### config.mk
export PLATFORM = sky130hd
export DESIGN_NAME = dot_product_sequencer
export DESIGN_NICKNAME = d
export VERILOG_FILES = /design/src/rtl/dot_product_sequencer.sv
export SDC_FILE = /design/constraint.sdc
export NUM_CORES = 1
export LEC_CHECK = 0
export ABC_AREA = 1
export CORE_MARGIN = 4
export CORE_UTILIZATION = 54
export CTS_BUF_LIST = sky130_fd_sc_hd__clkbuf_16
export CTS_CLUSTER_SIZE = 30
export DETAILED_ROUTE_END_ITERATION = 7
export HOLD_SLACK_MARGIN = 0.02
export PLACE_DENSITY_LB_ADDON = 0.25
export SLEW_MARGIN = 10
export SYNTH_ARGS = -nofsm -noshare
export SYNTH_HDL_FRONTEND = slang
export SYNTH_SLANG_ARGS = --single-unit
### constraint.sdc
create_clock -name clk -period 3.4 [get_ports clk]
set_input_delay 0.51 -clock clk [delete_from_list [all_inputs] [get_ports clk]]
set_output_delay 0.51 -clock clk [all_outputs]
set_load 0.05 [all_outputs]
### src/rtl/dot_product_sequencer.sv
// Control sequencer for one dot product on the 24-bit accumulator datapath.
// Issues operand reads and latch/clear/MAC strobes, then writes AC back to memory.
module dot_product_sequencer #(
    parameter int ADDR_W  = 16,
    parameter int LEN_W   = 8,
    parameter int MEM_LAT = 1
) (
    input  logic              clk,
    input  logic              rst,
    input  logic              start,
    input  logic [ADDR_W-1:0] a_base,
    input  logic [ADDR_W-1:0] b_base,
    input  logic [ADDR_W-1:0] b_stride,
    input  logic [LEN_W-1:0]  len,
    input  logic [ADDR_W-1:0] c_addr,
    output logic              busy,
    output logic              done,
    output logic [ADDR_W-1:0] mem_addr,
    output logic              mem_rd,
    output logic              mem_wr,
    output logic              ac_to_bus,
    output logic              opr_ld,
    output logic              ac_clear,
    output logic              alu_to_ac,
    output logic              alu_mac,
    output logic [2:0]        dbg_state
);

    // Handshake: start is only looked at in IDLE, where it latches all operand
    // inputs; done is a single-cycle pulse and start is never queued while busy.
    localparam logic [2:0] S_IDLE   = 3'd0;
    localparam logic [2:0] S_CLEAR  = 3'd1;
    localparam logic [2:0] S_RD_A   = 3'd2;
    localparam logic [2:0] S_WAIT_A = 3'd3;
    localparam logic [2:0] S_RD_B   = 3'd4;
    localparam logic [2:0] S_WAIT_B = 3'd5;
    localparam logic [2:0] S_STORE  = 3'd6;
    localparam logic [2:0] S_DONE   = 3'd7;

    localparam int CNT_W = (MEM_LAT > 1) ? $clog2(MEM_LAT) : 1;
    localparam logic [CNT_W-1:0] LAT_LAST = CNT_W'(MEM_LAT - 1);

    logic [2:0]        state, state_nxt;
    logic [CNT_W-1:0]  wcnt, wcnt_nxt;
    logic [LEN_W:0]    i_cnt, i_nxt;
    logic [LEN_W-1:0]  len_q;
    logic [ADDR_W-1:0] pa, pa_nxt, pb, pb_nxt, stride_q, c_q;

    assign dbg_state = state;

    always_comb begin
        state_nxt = state;
        wcnt_nxt  = '0;
        i_nxt     = i_cnt;
        pa_nxt    = pa;
        pb_nxt    = pb;
        case (state)
            S_IDLE: begin
                if (start) begin
                    state_nxt = S_CLEAR;
                    i_nxt     = '0;
                    pa_nxt    = a_base;
                    pb_nxt    = b_base;
                end
            end
            S_CLEAR:  state_nxt = (len_q != '0) ? S_RD_A : S_STORE;
            S_RD_A:   state_nxt = S_WAIT_A;
            S_WAIT_A: begin
                if (wcnt == LAT_LAST) state_nxt = S_RD_B;
                else                  wcnt_nxt  = wcnt + 1'b1;
            end
            S_RD_B:   state_nxt = S_WAIT_B;
            S_WAIT_B: begin
                if (wcnt == LAT_LAST) begin
                    // i is one bit wider than len so len = 2**LEN_W-1 still terminates
                    i_nxt     = i_cnt + 1'b1;
                    pa_nxt    = pa + 1'b1;
                    pb_nxt    = pb + stride_q;
                    state_nxt = (i_nxt < {1'b0, len_q}) ? S_RD_A : S_STORE;
                end else begin
                    wcnt_nxt = wcnt + 1'b1;
                end
            end
            S_STORE:  state_nxt = S_DONE;
            S_DONE:   state_nxt = S_IDLE;
            default:  state_nxt = S_IDLE;
        endcase
    end

    // Outputs are decoded from the next state so they are registered yet
    // aligned with the state they belong to.
    always_ff @(posedge clk or negedge rst) begin
        if (!rst) begin
            state     <= S_IDLE;
            wcnt      <= '0;
            i_cnt     <= '0;
            pa        <= '0;
            pb        <= '0;
            stride_q  <= '0;
            len_q     <= '0;
            c_q       <= '0;
            busy      <= 1'b0;
            done      <= 1'b0;
            mem_addr  <= '0;
            mem_rd    <= 1'b0;
            mem_wr    <= 1'b0;
            ac_to_bus <= 1'b0;
            opr_ld    <= 1'b0;
            ac_clear  <= 1'b0;
            alu_to_ac <= 1'b0;
            alu_mac   <= 1'b0;
        end else begin
            state <= state_nxt;
            wcnt  <= wcnt_nxt;
            i_cnt <= i_nxt;
            pa    <= pa_nxt;
            pb    <= pb_nxt;
            if (state == S_IDLE && start) begin
                stride_q <= b_stride;
                len_q    <= len;
                c_q      <= c_addr;
            end
            busy      <= (state_nxt != S_IDLE);
            done      <= (state_nxt == S_DONE);
            mem_rd    <= (state_nxt == S_RD_A) || (state_nxt == S_RD_B);
            mem_wr    <= (state_nxt == S_STORE);
            ac_to_bus <= (state_nxt == S_STORE);
            ac_clear  <= (state_nxt == S_CLEAR);
            opr_ld    <= (state_nxt == S_WAIT_A) && (wcnt_nxt == LAT_LAST);
            alu_mac   <= (state_nxt == S_WAIT_B) && (wcnt_nxt == LAT_LAST);
            alu_to_ac <= (state_nxt == S_WAIT_B) && (wcnt_nxt == LAT_LAST);
            case (state_nxt)
                S_RD_A:  mem_addr <= pa_nxt;
                S_RD_B:  mem_addr <= pb_nxt;
                S_STORE: mem_addr <= c_q;
                default: mem_addr <= mem_addr;
            endcase
        end
    end

endmodule

==> results.toml <==
[global_routing]
grt_util_all_layers_pct = 27.29
grt-ovfl-total = 0
first_global_vias = 5862
grt_antenna_before_repair = 0
grt_pass1_wl_mm = 28.42
grt_max_degree = 56

[run_status]
status = "completed"

[clock_network]
hold_buffers = 0
clock_latency_ns = 0.36
cts_tree = "yes"
ctsRootBufferMaster = "clkbuf_16"
h-tree-depth = 3
clkSinkCount = 107
cts.reportedPaths.clkPinSlew_ns = 0.07
cts_buffers = 9
cts.path.max_buffers = 2

[power_and_ir_drop]
power_frac_clock_pct = 13.7
power_density_nw_per_um2 = 1090
power_switching_w = 0.004279
max-vdd-ir-drop_mv = 0.7314
swShare_pct = 50.48
comb_power_share_pct = 58.4
internal-power_w = 0.004198
seq_power_share_pct = 27.9
leakage_nw = 3.844

[sta]
rsz0062_at_grt = "no"
finalHoldViolCount = 0
post-route-period-util_pct = 89.22
setup_ws_ns = 0.3665
max_slew_margin_pct = 52.16
maxSlewViolCount = 0
setup_viol = 0
min_period_ns = 3.033
max_freq_mhz = 329.7
tightest_slew_ns = 0.7175
finClkSkew_ns = 0.01190
finalSetupTns_ns = 0

[placement]
pre_cts_ws_ns = 0.3684
io_buffers = 102
dp_hpwl_mm = 12.85
dp_cells = 1074
globalplace.congestion = 0.9500

[logic_synthesis]
yosysSeqAreaShare_pct = 42.56
synth_edf_count = 0
yosysMostFrequentCell = "nand2_1"
synthTopCellsByArea = "dfrtp_1 43%, nand2_1 16%, nand3_1 6.6%, ha_1 5.8%, nor2_1 5.1%"
synth_common_cells = "267 x nand2_1, 107 x dfrtp_1, 86 x nor2_1"
yosysTopAreaCellShare_pct = 42.56
synth_top_area_cell = "dfrtp_1"
ys_seq_elements = 107
ys_types = 44
synth_cells = 849
synth_fp_nets = 954
ys_warn_count = 0
synthArstFlopShare_pct = 100.0
avgSynthCellArea_um2 = 7.410
syn_area_um2 = 6291
ys.flop_type = "dfrtp_1"

[routing]
drtIter0Drc = 414
remaining_drc_errors = 0
vias = 5982
wl_per_cell_um = 15.91
dr.pass1.iters = 5
viasPerCell = 5.488
final_antenna_net_count = 0
wirelength_mm = 17.34

[critical_path]
crit_path_frequent_cell = "nand2_1"
end_kind = "flop"
critPathMaxFanout = 23
start_kind = "flop"
max_stage_delay_ns = 0.39
arrival_ns = 3.32
slowest_stage = "dfrtp_1"
r2r_slack_ns = 0.37
crit_path_cell_trace = "ha_1 > nand3_2 > nor3_4 > xor2_1 > ha_1 > nand2_1 > inv_1 > nand2_1 > nand2_1 > nand2_1 > nand2_1 > nand2_2 > nand3_4 > buf_4 > o21ai_4 > nand2_1 > nand2_1 > nor2_1 > nor2_1"
cp.required_ns = 3.69
worstRegToRegCells = 19
worstSetupPathType = "flop to flop"

[worst_hold_path]
min_path_type = "primary input to asynchronous set/reset pin"

[die]
core.rowCount = 39
start_util_pct = 55.10
io_pins = 103
dieHeight_um = 115.9
die_width_um = 115.9
coreArea_um2 = 11420
dieArea_um2 = 13440

[run]
maxCapViolCount = 0

[final_layout]
final_cells = 1090
antennaDiodeCount = 0
multi_input_area_um2 = 3173
regArea_um2 = 2678
final_nets = 1047
syn_to_final_growth_pct = 23.63
drive_gt1_share_pct = 4.857
nFillCells = 962
[routing by layer]
| metal | global-route usage, % | share of wire, % | vias up |
|---|---|---|---|
| met5 | 0 | 0 | - |
| met4 | 11.45 | 3.7 | 0 |
| met3 | 6.371 | 7.5 | 47 |
| met2 | 43.04 | 46 | 245 |
| met1 | 36.36 | 43 | 2729 |
| li1 | - | - | 2961 |
[flip-flops by register name (all words and copies together), names as in the netlist, 3 cells and up]
signal,flops
dbg_state,3
i_cnt,9
c_q,16
len_q,8
stride_q,16
pa,16
mem_addr,16
pb,16
[worst max-delay path: cells and delay by family (launching register included)]
kind | cells | cell delay, ns
compound gates | 1 | 0.18
simple gates | 13 | 1.25
flops | 1 | 0.39
xor+xnor | 1 | 0.26
buf+inv | 2 | 0.35
fa+ha+maj | 2 | 0.51
[cell usage in the layout (no fill, tap or decap), types with 2 or more instances in the layout]
cell type	count
nand2_4	2
or2_2	2
inv_2	5
nor2_2	2
o21ai_0	46
nand4_1	11
a21o_1	2
o211ai_1	3
a22oi_1	3
a22o_1	2
clkinv_1	4
nand2_2	2
nor4_1	3
o21ai_1	4
o22ai_1	5
a21oi_1	37
nor2_1	85
xor2_1	6
a221oi_1	8
dfrtp_1	107
o221ai_1	2
o31ai_1	2
ha_1	29
nor3_1	4
inv_1	72
buf_4	11
o21bai_1	3
nand3b_1	6
clkbuf_16	9
nand3_1	83
bufinv_16	2
nand2_1	267
clkdlybuf4s50_1	101
[stage by stage]
step	power (W)	hold WS, ns	cell area [um2]	utilization (%)
final	0.008477	0.2052	7777	68.11
after global routing	0.009219	0.2624	7777	68.11
after CTS	0.008440	0.2340	7767	68.03
after detailed placement	0.007241	0.4638	7433	65.10
after global placement	0.007144	0.4555	7433	65.10
after floorplan	0.005890	0.2144	6291	-
[final timing paths]
kind,from,end
setup / recovery,i_cnt[0],mem_addr[12]
hold / removal,rst,stride_q[10]
setup reg to reg,i_cnt[0],mem_addr[12]
hold reg to reg,c_q[6],c_q[6]
max in group asynchronous,rst,mem_addr[15]
min in group clk,c_q[6],c_q[6]
[final cells by class]
cell class,instances,share of cell area [%]
sequential,107,34.43
inverter,80,3.861
timing repair buffer,113,14.32
tap,143,2.301
clock inverter,7,1.400
clock buffer,9,2.896
multi-input combinational,631,40.80
[power by group through the flow]
stage	Clock, W	Combinational (W)	Sequential, W
final	0.00116	0.00495	0.00237
after global routing	0.00123	0.00555	0.00244
after CTS	0.00118	0.00490	0.00236
after detailed placement	0	0.00487	0.00237
after global placement	0	0.00478	0.00236
after floorplan	0	0.00317	0.00272
[logic make-up after synthesis]
family / share of synthesized area (%)
and+or+nand+nor: 31.84
buffers and inverters: 7.279
adders and majority gates: 6.086
DFF: 42.56
xor gates and xnor gates: 0.8353
AOI/OAI and AO/OA: 11.40
[what timing repair did]
item / CTS / global route
buffers inserted: 0 / 0
resized for setup: 0 / 2
setup endpoints to repair: 0 / 16
(Power assumes the default switching activity.)
